`config.mk`:
```
export PLATFORM = sky130hd
export DESIGN_NAME = video_timing_gen
export DESIGN_NICKNAME = d
export VERILOG_FILES = /design/src/rtl/video_timing_pkg.sv /design/src/rtl/vtg_axis_counter.sv /design/src/rtl/video_timing_gen.sv
export SDC_FILE = /design/constraint.sdc
export NUM_CORES = 1
export LEC_CHECK = 0
export CAP_MARGIN = 10
export CORE_ASPECT_RATIO = 1.1
export CORE_MARGIN = 3
export CORE_UTILIZATION = 52
export CTS_BUF_LIST = sky130_fd_sc_hd__clkbuf_8 sky130_fd_sc_hd__clkbuf_16
export DETAILED_ROUTE_END_ITERATION = 8
export GPL_TIMING_DRIVEN = 1
export PLACE_DENSITY = 0.84
export SLEW_MARGIN = 10
export SYNTH_ARGS = -nofsm -noshare
export SYNTH_HDL_FRONTEND = slang
export SYNTH_SLANG_ARGS = --single-unit
```
`constraint.sdc`:
```
create_clock -name pixel_clock -period 2.8 [get_ports pixel_clock]
set_clock_uncertainty 0.2 [all_clocks]
set_input_delay 0.56 -clock pixel_clock [delete_from_list [all_inputs] [get_ports pixel_clock]]
set_output_delay 0.56 -clock pixel_clock [all_outputs]
set_load 0.02 [all_outputs]
```
`src/rtl/video_timing_pkg.sv`:
```
// Shared definitions for video_timing_gen: config field addresses, the per-axis
// timing record and a helper returning the total length of an axis.
package video_timing_pkg;

    // Timing fields are carried at this fixed width. Designs use CW <= VTG_MAX_CW.
    localparam int VTG_MAX_CW  = 16;
    localparam int VTG_TOTAL_W = VTG_MAX_CW + 2;

    localparam logic [2:0] CFG_H_ACTIVE = 3'd0;
    localparam logic [2:0] CFG_H_FP     = 3'd1;
    localparam logic [2:0] CFG_H_SYNC   = 3'd2;
    localparam logic [2:0] CFG_H_BP     = 3'd3;
    localparam logic [2:0] CFG_V_ACTIVE = 3'd4;
    localparam logic [2:0] CFG_V_FP     = 3'd5;
    localparam logic [2:0] CFG_V_SYNC   = 3'd6;
    localparam logic [2:0] CFG_V_BP     = 3'd7;

    typedef struct packed {
        logic [VTG_MAX_CW-1:0] active;
        logic [VTG_MAX_CW-1:0] fp;
        logic [VTG_MAX_CW-1:0] sync;
        logic [VTG_MAX_CW-1:0] bp;
    } axis_timing_t;

    function automatic logic [VTG_TOTAL_W-1:0] axis_total(input axis_timing_t t);
        return VTG_TOTAL_W'(t.active) + VTG_TOTAL_W'(t.fp)
             + VTG_TOTAL_W'(t.sync) + VTG_TOTAL_W'(t.bp);
    endfunction

endpackage

```
`src/rtl/vtg_axis_counter.sv`:
```
// One raster axis: a wrapping position counter plus active/sync decode of the
// position it will hold after the coming clock edge.
module vtg_axis_counter
    import video_timing_pkg::*;
#(
    parameter int            CW          = 12,
    parameter logic [CW-1:0] RESET_COUNT = '0
) (
    input  logic          pixel_clock,
    input  logic          reset,
    input  logic          advance,
    input  axis_timing_t  timing,
    output logic [CW-1:0] count,
    output logic          wrap,
    output logic          active_next,
    output logic          sync_next
);

    logic [CW-1:0]          count_q;
    logic [CW-1:0]          count_d;
    logic [VTG_TOTAL_W-1:0] total;
    logic [VTG_TOTAL_W-1:0] last;
    logic [VTG_TOTAL_W-1:0] count_ext;
    logic [VTG_TOTAL_W-1:0] next_ext;
    logic [VTG_TOTAL_W-1:0] sync_lo;
    logic [VTG_TOTAL_W-1:0] sync_hi;

    assign total = axis_total(timing);
    assign last  = total - VTG_TOTAL_W'(1);

    // Decode uses the next count so the registered outputs line up with the count.
    always_comb begin
        count_ext = VTG_TOTAL_W'(count_q);
        wrap      = (count_ext >= last);
        count_d   = count_q;
        if (advance) begin
            count_d = wrap ? '0 : count_q + CW'(1);
        end
        next_ext    = VTG_TOTAL_W'(count_d);
        sync_lo     = VTG_TOTAL_W'(timing.active) + VTG_TOTAL_W'(timing.fp);
        sync_hi     = sync_lo + VTG_TOTAL_W'(timing.sync);
        active_next = (next_ext < VTG_TOTAL_W'(timing.active));
        sync_next   = (next_ext >= sync_lo) && (next_ext < sync_hi);
    end

    always_ff @(posedge pixel_clock or posedge reset) begin
        if (reset) begin
            count_q <= RESET_COUNT;
        end else begin
            count_q <= count_d;
        end
    end

    assign count = count_q;

endmodule

```
`src/rtl/video_timing_gen.sv`:
```
// Raster timing generator: registered hsync/vsync/active, coordinates and strobes.
// Define VTG_CFG_PORT_EN to add the shadowed run-time timing port (commits at frame start).
module video_timing_gen
    import video_timing_pkg::*;
#(
    parameter int   CW       = 12,
    parameter int   H_ACTIVE = 640,
    parameter int   H_FP     = 16,
    parameter int   H_SYNC   = 96,
    parameter int   H_BP     = 48,
    parameter int   V_ACTIVE = 480,
    parameter int   V_FP     = 10,
    parameter int   V_SYNC   = 2,
    parameter int   V_BP     = 33,
    parameter logic HS_POL   = 1'b0,
    parameter logic VS_POL   = 1'b0
) (
    input  logic          pixel_clock,
    input  logic          reset,
    input  logic          enable,
`ifdef VTG_CFG_PORT_EN
    input  logic          cfg_we,
    input  logic [2:0]    cfg_addr,
    input  logic [CW-1:0] cfg_wdata,
`endif
    output logic          hsync,
    output logic          vsync,
    output logic          active,
    output logic [CW-1:0] pixel_count,
    output logic [CW-1:0] line_count,
    output logic          line_start,
    output logic          frame_start,
    output logic [15:0]   frame_count
);

    localparam logic [CW-1:0] H_RESET = CW'(H_ACTIVE + H_FP + H_SYNC + H_BP - 1);
    localparam logic [CW-1:0] V_RESET = CW'(V_ACTIVE + V_FP + V_SYNC + V_BP - 1);

    localparam logic [7:0][CW-1:0] FIELD_RESET = {
        CW'(V_BP), CW'(V_SYNC), CW'(V_FP), CW'(V_ACTIVE),
        CW'(H_BP), CW'(H_SYNC), CW'(H_FP), CW'(H_ACTIVE)
    };

    logic [7:0][CW-1:0] live;
    axis_timing_t       h_timing;
    axis_timing_t       v_timing;

    logic        h_wrap, v_wrap;
    logic        h_active_n, v_active_n;
    logic        h_sync_n, v_sync_n;
    logic        v_advance;

    logic        active_q, active_d;
    logic        hsync_q, hsync_d;
    logic        vsync_q, vsync_d;
    logic        line_start_q, line_start_d;
    logic        frame_start_q, frame_start_d;
    logic [15:0] frame_count_q, frame_count_d;
    logic        first_frame_q, first_frame_d;

`ifdef VTG_CFG_PORT_EN
    logic [7:0][CW-1:0] shadow_q, shadow_d;
    logic [7:0][CW-1:0] live_q, live_d;

    // Commit copies the pre-write shadow, so a coincident write waits a frame.
    always_comb begin
        shadow_d = shadow_q;
        live_d   = live_q;
        if (cfg_we && (cfg_wdata != '0)) begin
            shadow_d[cfg_addr] = cfg_wdata;
        end
        if (frame_start_d) begin
            live_d = shadow_q;
        end
    end

    always_ff @(posedge pixel_clock or posedge reset) begin
        if (reset) begin
            shadow_q <= FIELD_RESET;
            live_q   <= FIELD_RESET;
        end else begin
            shadow_q <= shadow_d;
            live_q   <= live_d;
        end
    end

    assign live = live_q;
`else
    assign live = FIELD_RESET;
`endif

    always_comb begin
        h_timing.active = VTG_MAX_CW'(live[CFG_H_ACTIVE]);
        h_timing.fp     = VTG_MAX_CW'(live[CFG_H_FP]);
        h_timing.sync   = VTG_MAX_CW'(live[CFG_H_SYNC]);
        h_timing.bp     = VTG_MAX_CW'(live[CFG_H_BP]);
        v_timing.active = VTG_MAX_CW'(live[CFG_V_ACTIVE]);
        v_timing.fp     = VTG_MAX_CW'(live[CFG_V_FP]);
        v_timing.sync   = VTG_MAX_CW'(live[CFG_V_SYNC]);
        v_timing.bp     = VTG_MAX_CW'(live[CFG_V_BP]);
    end

    vtg_axis_counter #(
        .CW          (CW),
        .RESET_COUNT (H_RESET)
    ) u_h_axis (
        .pixel_clock (pixel_clock),
        .reset       (reset),
        .advance     (enable),
        .timing      (h_timing),
        .count       (pixel_count),
        .wrap        (h_wrap),
        .active_next (h_active_n),
        .sync_next   (h_sync_n)
    );

    vtg_axis_counter #(
        .CW          (CW),
        .RESET_COUNT (V_RESET)
    ) u_v_axis (
        .pixel_clock (pixel_clock),
        .reset       (reset),
        .advance     (v_advance),
        .timing      (v_timing),
        .count       (line_count),
        .wrap        (v_wrap),
        .active_next (v_active_n),
        .sync_next   (v_sync_n)
    );

    // The first frame after reset is not counted as completed.
    always_comb begin
        line_start_d  = enable && h_wrap;
        frame_start_d = line_start_d && v_wrap;
        v_advance     = line_start_d;
        active_d      = h_active_n && v_active_n;
        hsync_d       = h_sync_n ? HS_POL : ~HS_POL;
        vsync_d       = v_sync_n ? VS_POL : ~VS_POL;
        frame_count_d = frame_count_q;
        first_frame_d = first_frame_q;
        if (frame_start_d) begin
            if (!first_frame_q) begin
                frame_count_d = frame_count_q + 16'd1;
            end
            first_frame_d = 1'b0;
        end
    end

    always_ff @(posedge pixel_clock or posedge reset) begin
        if (reset) begin
            active_q      <= 1'b0;
            hsync_q       <= ~HS_POL;
            vsync_q       <= ~VS_POL;
            line_start_q  <= 1'b0;
            frame_start_q <= 1'b0;
            frame_count_q <= 16'd0;
            first_frame_q <= 1'b1;
        end else begin
            active_q      <= active_d;
            hsync_q       <= hsync_d;
            vsync_q       <= vsync_d;
            line_start_q  <= line_start_d;
            frame_start_q <= frame_start_d;
            frame_count_q <= frame_count_d;
            first_frame_q <= first_frame_d;
        end
    end

    assign active      = active_q;
    assign hsync       = hsync_q;
    assign vsync       = vsync_q;
    assign line_start  = line_start_q;
    assign frame_start = frame_start_q;
    assign frame_count = frame_count_q;

endmodule

```
==> results.sh <==
export IMPL_run_status="complete, no violations"
export IMPL_route_vias_total=2136
export IMPL_detail_route_wirelength_um=5784
export IMPL_ctsHoldBuffers=0
export IMPL_min_path_type="flip-flop to flip-flop"
export IMPL_path_class="flip-flop to flip-flop"
export IMPL_cts_max_path_buffers=2
export IMPL_remaining_antenna_violation_count_after_routing=0
export IMPL_mostFrequentLayoutCells="clkdlybuf4s50_1, dfrtp_1, nor2_1, nand2_1"
export IMPL_hpwlAfterDp_um=4141
export IMPL_finalHoldViolCount=0
export IMPL_power_density_nw_per_um2=474.3
export IMPL_postSynth_asyncResetShare_pct=100.0
export IMPL_relSlewSlack_pct=62.26
export IMPL_crit_slowest_cell="dfstp_2"
export IMPL_critical_path_peak_fanout=6
export IMPL_layout_commonest_cell="clkdlybuf4s50_1"
export IMPL_number_of_search_and_repair_iterations_in_the_first_detailed_routing_pass=4
export IMPL_clkLatencyLatePin_ps=300
export IMPL_cp_slowest_stage_delay_ps=570
export IMPL_grt_pass1_wl_um=9860
export IMPL_cp_end_kind="flip-flop"
export IMPL_grt_setup_unrepaired="no"
export IMPL_postLayoutSetupSlackWorst_ps=325.1
export IMPL_number_of_filler_cells_placed_in_the_layout=353
export IMPL_cap_violations=0
export IMPL_gp_routability_congestion=0.8747
export IMPL_dominantRegCellSynth="dfrtp_1"
export IMPL_number_of_global_route_vias_before_repair=2075
export IMPL_synthToLayoutAreaGrowth_pct=25.53
export IMPL_synth_edff_count=0
export IMPL_total_power_uw=1488
export IMPL_cp_required_ps=2830
export IMPL_cts_made_buffers=5
export IMPL_buffer_type_at_the_clock_tree_root="clkbuf_8"
export IMPL_cts_max_level=2
export IMPL_antenna_violations_before_repair=0
export IMPL_gr_total_overflow=0
export IMPL_full_die_area_um2=5677
export IMPL_finalNetCount=316
export IMPL_static_leakage_power_uw=0.001342
export IMPL_chipHeight_um=78.72
export IMPL_preCtsSetupSlack_ps=89.13
export IMPL_floorplan_initialDensity_pct=55.89
export IMPL_avgSynthCellArea_um2=9.765
export IMPL_cell_chain_critical_path="ha_1 -> nand4_1 -> a21o_2 -> a221oi_4 -> and3_1 -> and4_4 -> xor2_2"
export IMPL_yosys_warnings=0
export IMPL_syn_nets=263
export IMPL_library_cells_used_by_synthesis=54
export IMPL_top_level_ports=48
export IMPL_max_fclk_mhz=404.1
export IMPL_antennaDiodeCount=0
export IMPL_layout_worst_path_cycle_share_pct=88.39
export IMPL_clkSinkCount=46
export IMPL_post_route_drc_count=0
export IMPL_fin_hold_ws_ps=283.0
export IMPL_drt_vias_per_instance=5.868
export IMPL_synth_seq_cells=46
export IMPL_netlist_area_um2=2500
export IMPL_clkSlewWorstSetupHoldPaths_ps=90
export IMPL_fraction_of_final_layout_cells_sized_beyond_drive_strength_1_pct=14.84
export IMPL_detail_route_wl_per_cell_um=15.89
export IMPL_ys_seq_area_share_pct=46.70
export IMPL_critPathArrivalTime_ps=2510
export IMPL_fp_coreArea_um2=4473
export IMPL_finalSetupViolations=0
export IMPL_crit_path_start_kind="flip-flop"
export IMPL_die_w_um=72.11
export IMPL_instance_count_of_the_mapped_netlist=256
export IMPL_post_cts_setup_buffer_count=0
export IMPL_tritoncts_clock_tree="done"
export IMPL_worst_slew_pin_transition_ps=566.1
export IMPL_cts_repair_resize_count=0
export IMPL_peakVddDrop_mv=0.2398
export IMPL_io_buffer_count=47
export IMPL_grtUsageTotal_pct=21.73
export IMPL_final_max_slew_viol_count=0
export IMPL_maximum_number_of_pins_on_one_net_before_global_route_repair=47
export IMPL_placementRows=25
export IMPL_detailedRoute_firstIterationViolations=203
export IMPL_finalWorstPathRequiredPeriod_ps=2475
export IMPL_final_setup_tns_ps=0
==> per-stage QoR <==
step                instances  util [%]  instance area (um^2)
detailed placement        356     68.14                  3048
finish                    364     70.15                  3138
global route              364     70.15                  3138
CTS                       364     70.15                  3138
global placement          356     68.14                  3048
floorplan                 256         -                  2500
==> area by class of cell <==
cell class	instances	area [um^2]	area share, %
multi-input combinational	187	1211	38.60
sequential	46	1167	37.20
timing repair buffer	60	568.0	18.10
clock buffer	5	68.82	2.193
tap	54	67.56	2.153
inverter	9	33.78	1.077
clock inverter	3	21.27	0.6778
==> registers in the layout (all words and copies together), names as in the netlist <==
| name | cells |
|---|---|
| frame_count | 16 |
| u_v_axis.count | 12 |
| frame_start | 1 |
| u_h_axis.count | 12 |
| vsync | 1 |
| active | 1 |
| line_start | 1 |
| first_frame_q | 1 |
| hsync | 1 |
==> critical path, delay by kind of cell (launching register included) <==
| family | cells | cell delay [ps] |
|---|---|---|
| simple gates | 3 | 710 |
| flops | 1 | 570 |
| compound gates | 2 | 560 |
| fa+ha+maj | 1 | 220 |
| xor+xnor | 1 | 140 |
==> where the power goes <==
group | internal [uW] | switching, uW
clock network | 176 | 235
logic | 128 | 150
registers | 723 | 76.2
==> cells by family (layout without fill, tap and decap cells) <==
group / count (synthesis) / count (layout) / synth area share [%]
muxes: 3 / 3 / 1.301
adders and majority gates: 4 / 4 / 2.002
AOI/OAI and AO/OA: 53 / 53 / 16.22
buffers and inverters: 23 / 77 / 4.855
DFF: 46 / 46 / 46.70
xor gates and xnor gates: 21 / 21 / 7.658
and+or+nand+nor: 106 / 106 / 21.27
==> cell usage after synthesis, types with 3 or more instances <==
library cell | n | area share, %
dfrtp_1 | 33 | 33
nand2_1 | 24 | 3.6
nor2_1 | 24 | 3.6
nand3_1 | 16 | 3.2
o21ai_0 | 16 | 3.2
dfstp_2 | 13 | 14
xnor2_1 | 13 | 4.6
inv_1 | 8 | 1.2
nor3_1 | 8 | 1.6
a21oi_1 | 7 | 1.4
buf_2 | 7 | 1.4
xor2_1 | 7 | 2.5
and3_1 | 6 | 1.5
and2_1 | 5 | 1.3
nand4_1 | 5 | 1.3
nor2b_1 | 5 | 1.3
ha_1 | 4 | 2.0
o31ai_1 | 4 | 1.2
a211oi_1 | 3 | 0.90
a41oi_1 | 3 | 1.1
buf_4 | 3 | 0.90
o211ai_1 | 3 | 0.90
==> worst paths after layout <==
| check | startpoint | endpoint | slack, ps | depth (start not counted) |
|---|---|---|---|---|
| worst max register to register | u_h_axis.count[1] | frame_count[7] | 330 | 7 |
| min in group asynchronous | reset | frame_count[4] | 510 | 3 |
| worst min register to register | frame_count[15] | frame_count[15] | 280 | 1 |
| worst max-delay path | u_h_axis.count[1] | frame_count[7] | 330 | 7 |
| max in group asynchronous | reset | u_h_axis.count[4] | 1500 | 3 |
| worst min-delay path | frame_count[15] | frame_count[15] | 280 | 1 |
==> metal layers <==
layer | vias to the layer above | GRT usage, % | share of wire, %
met5 | - | 0 | 0
met4 | 0 | 10.34 | 2.7
met3 | 14 | 4.557 | 5.5
met2 | 85 | 34.06 | 50
met1 | 1031 | 28.50 | 42
li1 | 1006 | - | -
(Power assumes the default switching activity.)
